**src/rtl/spi_pkg.sv**
```systemverilog
// Shared SPI slave definitions: FSM state encoding, mode-0 idle levels and the idle fill word.
package spi_pkg;

    typedef enum logic [1:0] {
        ST_IDLE  = 2'd0,
        ST_LOAD  = 2'd1,
        ST_SHIFT = 2'd2
    } spi_state_e;

    // Mode 0: SCLK idles low (CPOL=0), data sampled on the rising edge (CPHA=0)
    localparam logic SS_IDLE   = 1'b1;
    localparam logic SCLK_IDLE = 1'b0;
    localparam logic MISO_IDLE = 1'b1;

    localparam int                    MAX_DATA_W = 32;
    localparam logic [MAX_DATA_W-1:0] IDLE_FILL  = '1;

endpackage

```
**src/rtl/sync_edge.sv**
```systemverilog
// Multi-flop synchronizer for one asynchronous input, with single-cycle rise/fall pulses.
module sync_edge #(
    parameter int   STAGES    = 2,
    parameter logic RESET_VAL = 1'b0
) (
    input  logic clk,
    input  logic rst_n,
    input  logic din,
    output logic level,
    output logic rise,
    output logic fall
);

    logic [STAGES-1:0] chain;
    logic              prev;

    always_ff @(posedge clk) begin
        if (!rst_n) begin
            chain <= {STAGES{RESET_VAL}};
            prev  <= RESET_VAL;
        end else begin
            chain <= {chain[STAGES-2:0], din};
            prev  <= chain[STAGES-1];
        end
    end

    assign level = chain[STAGES-1];
    assign rise  = level & ~prev;
    assign fall  = ~level & prev;

endmodule

```
**src/rtl/spi_slave_port.sv**
```systemverilog
// SPI mode-0 slave sampled entirely in the CLK_50 domain, with one-entry tx buffer and rx handshake.
// Optional sticky overrun flag enabled by defining SPI_SLAVE_OVERRUN_EN.
module spi_slave_port
    import spi_pkg::*;
#(
    parameter int SYNC_STAGES = 2,
    parameter int DATA_W      = 8
) (
    input  logic              CLK_50,
    input  logic              RST_n,
    input  logic              SPI_SS,
    input  logic              SPI_SCLK,
    input  logic              SPI_MOSI,
    output logic              SPI_MISO,
    output logic              MISO_OE,
    input  logic [DATA_W-1:0] tx_data,
    input  logic              tx_valid,
    output logic              tx_ready,
    output logic [DATA_W-1:0] rx_data,
    output logic              rx_valid,
    input  logic              rx_ready,
`ifdef SPI_SLAVE_OVERRUN_EN
    output logic              overrun,
`endif
    output logic              busy
);

    localparam int CNT_W = (DATA_W > 2) ? $clog2(DATA_W) : 1;
    localparam logic [CNT_W-1:0] LAST_BIT = CNT_W'(DATA_W - 1);

    logic ss_lvl, ss_rise, ss_fall;
    logic sclk_lvl, sclk_rise, sclk_fall;
    logic mosi_lvl, mosi_rise, mosi_fall;
    logic unused_edges;

    sync_edge #(.STAGES(SYNC_STAGES), .RESET_VAL(SS_IDLE)) u_sync_ss (
        .clk(CLK_50), .rst_n(RST_n), .din(SPI_SS),
        .level(ss_lvl), .rise(ss_rise), .fall(ss_fall)
    );

    sync_edge #(.STAGES(SYNC_STAGES), .RESET_VAL(SCLK_IDLE)) u_sync_sclk (
        .clk(CLK_50), .rst_n(RST_n), .din(SPI_SCLK),
        .level(sclk_lvl), .rise(sclk_rise), .fall(sclk_fall)
    );

    sync_edge #(.STAGES(SYNC_STAGES), .RESET_VAL(1'b0)) u_sync_mosi (
        .clk(CLK_50), .rst_n(RST_n), .din(SPI_MOSI),
        .level(mosi_lvl), .rise(mosi_rise), .fall(mosi_fall)
    );

    assign unused_edges = ss_rise ^ sclk_lvl ^ mosi_rise ^ mosi_fall;

    spi_state_e        state, next_state;
    logic [CNT_W-1:0]  bit_cnt;
    logic [DATA_W-1:0] rx_shift, tx_shift, tx_buf;
    logic              tx_full;

    logic              shifting, bit_done, byte_done, frame_load, tx_accept;
    logic [DATA_W-1:0] rx_word, load_word;

    always_comb begin
        next_state = state;
        case (state)
            ST_IDLE:  if (ss_fall) next_state = ST_LOAD;
            ST_LOAD:  next_state = ST_SHIFT;
            ST_SHIFT: next_state = ST_SHIFT;
            default:  next_state = ST_IDLE;
        endcase
        if (ss_lvl) next_state = ST_IDLE;
    end

    assign shifting  = (state == ST_SHIFT) && !ss_lvl;
    assign bit_done  = shifting && sclk_rise;
    assign byte_done = bit_done && (bit_cnt == LAST_BIT);
    assign rx_word   = {rx_shift[DATA_W-2:0], mosi_lvl};
    assign tx_accept = tx_valid && tx_ready;

    // Counter back at zero on a falling edge means a byte just finished: start the next one
    assign frame_load = !ss_lvl && ((state == ST_LOAD) ||
                                    (shifting && sclk_fall && (bit_cnt == '0)));

    // An offer arriving in the same cycle as the load bypasses the buffer
    assign load_word = tx_full   ? tx_buf  :
                       tx_accept ? tx_data : IDLE_FILL[DATA_W-1:0];

    always_ff @(posedge CLK_50) begin
        if (!RST_n) begin
            state    <= ST_IDLE;
            bit_cnt  <= '0;
            rx_shift <= '0;
            tx_shift <= '0;
            tx_buf   <= '0;
            tx_full  <= 1'b0;
            rx_data  <= '0;
            rx_valid <= 1'b0;
`ifdef SPI_SLAVE_OVERRUN_EN
            overrun  <= 1'b0;
`endif
        end else begin
            state <= next_state;

            if (state == ST_IDLE || ss_lvl) begin
                bit_cnt  <= '0;
                rx_shift <= '0;
            end else if (bit_done) begin
                rx_shift <= rx_word;
                bit_cnt  <= byte_done ? '0 : bit_cnt + 1'b1;
            end

            if (frame_load) begin
                tx_shift <= load_word;
            end else if (shifting && sclk_fall) begin
                tx_shift <= {tx_shift[DATA_W-2:0], 1'b0};
            end

            if (frame_load && tx_full) begin
                tx_full <= 1'b0;
            end else if (tx_accept && !frame_load) begin
                tx_buf  <= tx_data;
                tx_full <= 1'b1;
            end

            if (rx_valid && rx_ready) rx_valid <= 1'b0;
            if (byte_done) begin
`ifdef SPI_SLAVE_OVERRUN_EN
                if (rx_valid && !rx_ready) begin
                    overrun <= 1'b1;
                end else begin
                    rx_data  <= rx_word;
                    rx_valid <= 1'b1;
                end
`else
                rx_data  <= rx_word;
                rx_valid <= 1'b1;
`endif
            end
        end
    end

    assign tx_ready = !tx_full;
    assign busy     = !ss_lvl;
    assign MISO_OE  = (state != ST_IDLE);
    assign SPI_MISO = MISO_OE ? tx_shift[DATA_W-1] : MISO_IDLE;

endmodule

```
**config.mk**
```make
export PLATFORM = sky130hd
export DESIGN_NAME = spi_slave_port
export DESIGN_NICKNAME = d
export VERILOG_FILES = /design/src/rtl/spi_pkg.sv /design/src/rtl/sync_edge.sv /design/src/rtl/spi_slave_port.sv
export SDC_FILE = /design/constraint.sdc
export NUM_CORES = 1
export LEC_CHECK = 0
export BUFFER_PORTS_ARGS = -buffer_cell sky130_fd_sc_hd__clkbuf_2
export CAP_MARGIN = 20
export CELL_PAD_IN_SITES_DETAIL_PLACEMENT = 2
export CELL_PAD_IN_SITES_GLOBAL_PLACEMENT = 2
export CORE_MARGIN = 10
export CORE_UTILIZATION = 37
export CTS_CLUSTER_SIZE = 40
export DETAILED_ROUTE_END_ITERATION = 6
export PLACE_DENSITY = 0.79
export SETUP_SLACK_MARGIN = 0.2
export SYNTH_ARGS = -nofsm -noshare
export SYNTH_HDL_FRONTEND = slang
export SYNTH_HIERARCHICAL = 1
export SYNTH_SLANG_ARGS = --single-unit
```
**constraint.sdc**
```tcl
create_clock -name CLK_50 -period 4.8 [get_ports CLK_50]
set_input_delay 0.96 -clock CLK_50 [delete_from_list [all_inputs] [get_ports CLK_50]]
set_output_delay 0.96 -clock CLK_50 [all_outputs]
set_load 0.02 [all_outputs]
```
# After elaboration in Yosys (flattened, before gate mapping)
# Index checks and enable logic that the tools add are counted.
dict set report word_totals {
  ram_bits 0
  n_memories 0
  latch_bits 0
  word_cells 61
  rom_bits 0
  ff_bits 46
  out_inout_bits 13
  inputBits 15
}
dict set report op_classes {
  bitwise_logic 8
  multipliers 0
  reduce_logical 25
  n_eq_ne 4
  addsub 1
  div_mod_pow 0
  magnitude_cmp 0
  muxes 10
  shifts 0
}
# op n
set ops {}
lappend ops {{8-bit 2-to-1 mux} 4}
lappend ops {{1-bit logical AND} 10}
lappend ops {{2-bit OR reduction} 4}
lappend ops {{2-bit nonzero test} 3}
lappend ops {{1-bit NOT} 5}
lappend ops {{2-bit case mux with 2 select lines} 1}
lappend ops {{3-bit by 1-bit adder with 3-bit output, second input constant} 1}
lappend ops {{1-bit AND} 3}
lappend ops {{3-bit equality test, second input constant} 1}
lappend ops {{1-bit logical NOT} 3}
lappend ops {{3-bit logical NOT} 1}
lappend ops {{1-bit 2-to-1 mux} 3}
lappend ops {{3-bit 2-to-1 mux} 1}
lappend ops {{2-bit by 1-bit equality test with 1-bit output, second input constant} 1}
lappend ops {{2-bit equality test, second input constant} 1}
lappend ops {{2-bit logical NOT} 1}
lappend ops {{1-bit logical OR} 2}
lappend ops {{2-bit 2-to-1 mux} 1}
lappend ops {{2-bit != test, second input constant} 1}
lappend ops {{2-bit AND reduction} 1}

# Longest topological paths before layout
dict set report logic_depth {
  word_depth 9
  mapped_depth 7
  mapped_depth_nobuf 5
}

# By module
# The synthesis kept the hierarchy.
# mod area_per_inst_um2 n_inst cells_each seq_area_each_um2
set by_module_without_submodules {}
lappend by_module_without_submodules {spi_slave_port 1799.2 1 204 760.7}
lappend by_module_without_submodules {sync_edge 91.3 3 8 60.1}

# Worst setup path after synthesis
# No wires, ideal clock.
dict set report synth_path {
  path_type {input to register}
  startpoint {input port tx_valid}
  endpoint {register tx_buf[0]}
  path_stages 4
  path_slack_ps 2752
  required_ps 4728
  t_arrival_ps 1976
  setup_time_ps 72
  n_path_buf 1
  path_cell_list {clkbuf_2 inv_2 o41ai_4 mux2i_1}
}
dict set report synth_via {
  elab_chain_cells 3
}
# item line
set synth_rtl {}
lappend synth_rtl {{start, declared} spi_slave_port.sv:17} ;# input logic tx_valid,
lappend synth_rtl {{1-bit logical AND} spi_slave_port.sv:76} ;# assign tx_accept = tx_valid && tx_ready;
lappend synth_rtl {{1-bit logical AND} spi_slave_port.sv:118} ;# end else if (tx_accept && !frame_load) begin
lappend synth_rtl {{2-bit AND reduction (no source line)} -}
lappend synth_rtl {{end signal, assigned} spi_slave_port.sv:119} ;# tx_buf <= tx_data;
lappend synth_rtl {{end, declared} spi_slave_port.sv:55} ;# logic [DATA_W-1:0] rx_shift, tx_shift, tx_buf;
# Every way passes these cells.
# A chain may end at the register's enable or synchronous reset.

# Final worst setup path
dict set report layout_path {
  startpoint {register state[0]}
  endpoint {output port SPI_MISO}
}
dict set report layout_via {
  elab_chain_cells 2
}
# item line
set layout_rtl {}
lappend layout_rtl {{start, declared} spi_slave_port.sv:53} ;# spi_state_e state, next_state;
lappend layout_rtl {{start signal, assigned} spi_slave_port.sv:100} ;# state <= next_state;
lappend layout_rtl {{2-bit nonzero test} spi_slave_port.sv:142} ;# assign MISO_OE = (state != ST_IDLE);
lappend layout_rtl {{1-bit 2-to-1 mux} spi_slave_port.sv:143} ;# assign SPI_MISO = MISO_OE ? tx_shift[DATA_W-1] : MISO_IDLE;
lappend layout_rtl {{end, declared} spi_slave_port.sv:14} ;# output logic SPI_MISO,
# Every way passes these cells.

==> results by group <==
Run status
  – Status: finished, final reports clean

Global route
  – Overall Global Routing Usage: 0.125
  – Vias in the first global route: 1,750
  – Largest net degree at the start of global routing: 46
  – Grt ovf: 0
  – Global-route wire length before repair: 8780 µm
  – Initial antenna violation count: 0

Route
  – TritonRoute pass-1 iters: 4
  – Number of remaining DRC errors: 0
  – Post-route ant nets: 0
  – Met3 WL post-DR: 154 µm
  – Top Layer Used: met4
  – Final Routed Wirelength: 5170 µm
  – Routed vias/inst: 5.13
  – Vias: 1,612
  – DR iter-0 viols: 41
  – Routed len/inst: 16.5 µm
  – WL met1: 2100 µm
  – Met2 wire length: 2800 µm

STA
  – Max Slew Vio Count: 0
  – Worst Tran Pin Value: 0.811 ns
  – Tcrit/Tclk final: 0.500
  – Clock Skew: 0.00728 ns
  – Fin Setup TNS: 0 ns
  – Max Fclk: 416 MHz
  – # setup viols final: 0
  – Final Hold Vio Count: 0
  – Slew margin rel.: 0.459
  – RSZ-0062 raised after global routing: false
  – Min Tclk post-route: 2.40 ns

Setup path
  – CP startpoint kind: register
  – Delay-heaviest family, CP: flip-flops
  – Critical-path top delay cell: dfxtp_1
  – Critical path arrival: 1.44 ns
  – Worst path max stage delay: 0.37 ns
  – Worst Path Buf+Inv: 2
  – CP cell instances: inv_1 -> ha_1 -> or2_2 -> clkbuf_2
  – Crit Path Class: reg -> out
  – Critical Path RT: 3.84 ns
  – CP Capture Type: primary output
  – Crit-path max FO: 3

Power
  – PwrDens: 341 nW/µm²
  – Clock power frac: 0.447
  – Total net switching power: 165 µW
  – Pint: 632 µW
  – Part of the power in registers: 0.501
  – Total power: 796 µW
  – Sw frac: 0.207
  – Pleak: 1.01 nW
  – Maximum VDD drop: 0.120 mV
  – Comb pwr share: 0.052

Floorplanning
  – Die ar.: 8840 µm²
  – Initial Util: 0.390
  – Width of the die: 94.0 µm
  – # rows: 26
  – Total I/O pin count: 28
  – Chip Height: 94.0 µm
  – Core ar.: 5200 µm²

Clock tree
  – H-Tree Depth: 2
  – TritonCTS Sinks: 46
  – Postcts setup bufs: 0
  – # hold bufs at CTS: 0
  – CTS clk-pin slew, worst paths: 0.09 ns
  – Worst-Skew Late Latency: 0.30 ns
  – Max Buffers Root-to-Sink: 2
  – TritonCTS buffer count: 5
  – Post-CTS resize count: 0
  – Clock root cell: clkbuf_8
  – CTS tree: yes

Placed design
  – DPL Wire Length: 3690 µm
  – Placer congestion estimate: 0.701
  – Cell area after placement: 2190 µm²
  – Port bufs: 27

Final layout
  – Post-route cell area: 2330 µm²
  – Final nets: 264
  – ANT cells: 0
  – Commonest cells after routing, fill and taps aside: 50 x nand2_1, 46 x dfxtp_1, 27 x clkbuf_2
  – Layout area overhead: 15.0%
  – Most common cell after layout, fill and taps aside: nand2_1
  – Layout cells sized above 1: 0.189

Synth
  – Syn_area_per_cell: 9.10 µm²
  – Syn Std Cell Area: 2030 µm²
  – Yosys warns: 6
  – Syn Nets: 244
  – Synthesized instance count: 223

Run
  – Total of max-cap violations: 0

Worst hold path
  – HP Class: reg -> reg
[per-stage QoR]
stage | setup WS, ns | std cells | utilization | hold slack (ns)
after floorplan | 2.75 | 223 | - | 0.386
after global placement | 2.40 | 306 | 0.421 | 0.394
after detailed placement | 2.36 | 306 | 0.421 | 0.406
after CTS | 2.37 | 314 | 0.448 | 0.432
after global routing | 2.29 | 314 | 0.448 | 0.458
final | 2.40 | 314 | 0.448 | 0.427
[final timing paths]
| check | slack (ns) | endpoint | from | depth (start not counted) |
|---|---|---|---|---|
| worst min register to register | 0.43 | u_sync_ss/chain[1] | u_sync_ss/chain[0] | 1 |
| worst max register to register | 2.72 | tx_buf[0] | state[0] | 5 |
| worst min-delay path | 0.43 | u_sync_ss/chain[1] | u_sync_ss/chain[0] | 1 |
| worst max-delay path | 2.40 | SPI_MISO | state[0] | 4 |
[routing by layer]
layer / track usage / vias up
met5: 0 / -
li1: - / 797
met3: 0.0288 / 8
met1: 0.136 / 789
met4: 0.0481 / 0
met2: 0.226 / 18
[state kept, by name, summed over array words and instances, names as in the netlist]
signal	count
u_sync_sclk/chain	2
u_sync_ss/chain	2
rx_shift	7
tx_buf	8
bit_cnt	3
u_sync_sclk/prev	1
tx_shift	8
state	2
tx_full	1
rx_valid	1
u_sync_mosi/chain	2
u_sync_ss/prev	1
rx_data	8
[final cells by class]
cell class / instances / area [µm²]
fill: 596 / 2870
tap: 70 / 87.6
clock inverter: 2 / 60.1
inverter: 8 / 30.0
multi-input combinational: 155 / 1020
sequential: 46 / 921
clock buffer: 6 / 82.6
timing repair buffer: 27 / 135
[power groups by stage]
stage / registers (mW) / clock network (mW) / logic (mW)
6_report: 0.399 / 0.356 / 0.0418
3_3_place_gp: 0.407 / 0 / 0.0412
3_5_place_dp: 0.408 / 0 / 0.0425
5_1_grt: 0.401 / 0.382 / 0.0471
2_1_floorplan: 0.402 / 0 / 0.0325
4_1_cts: 0.399 / 0.365 / 0.0428
No activity file was read; power rests on OpenSTA's default activity.
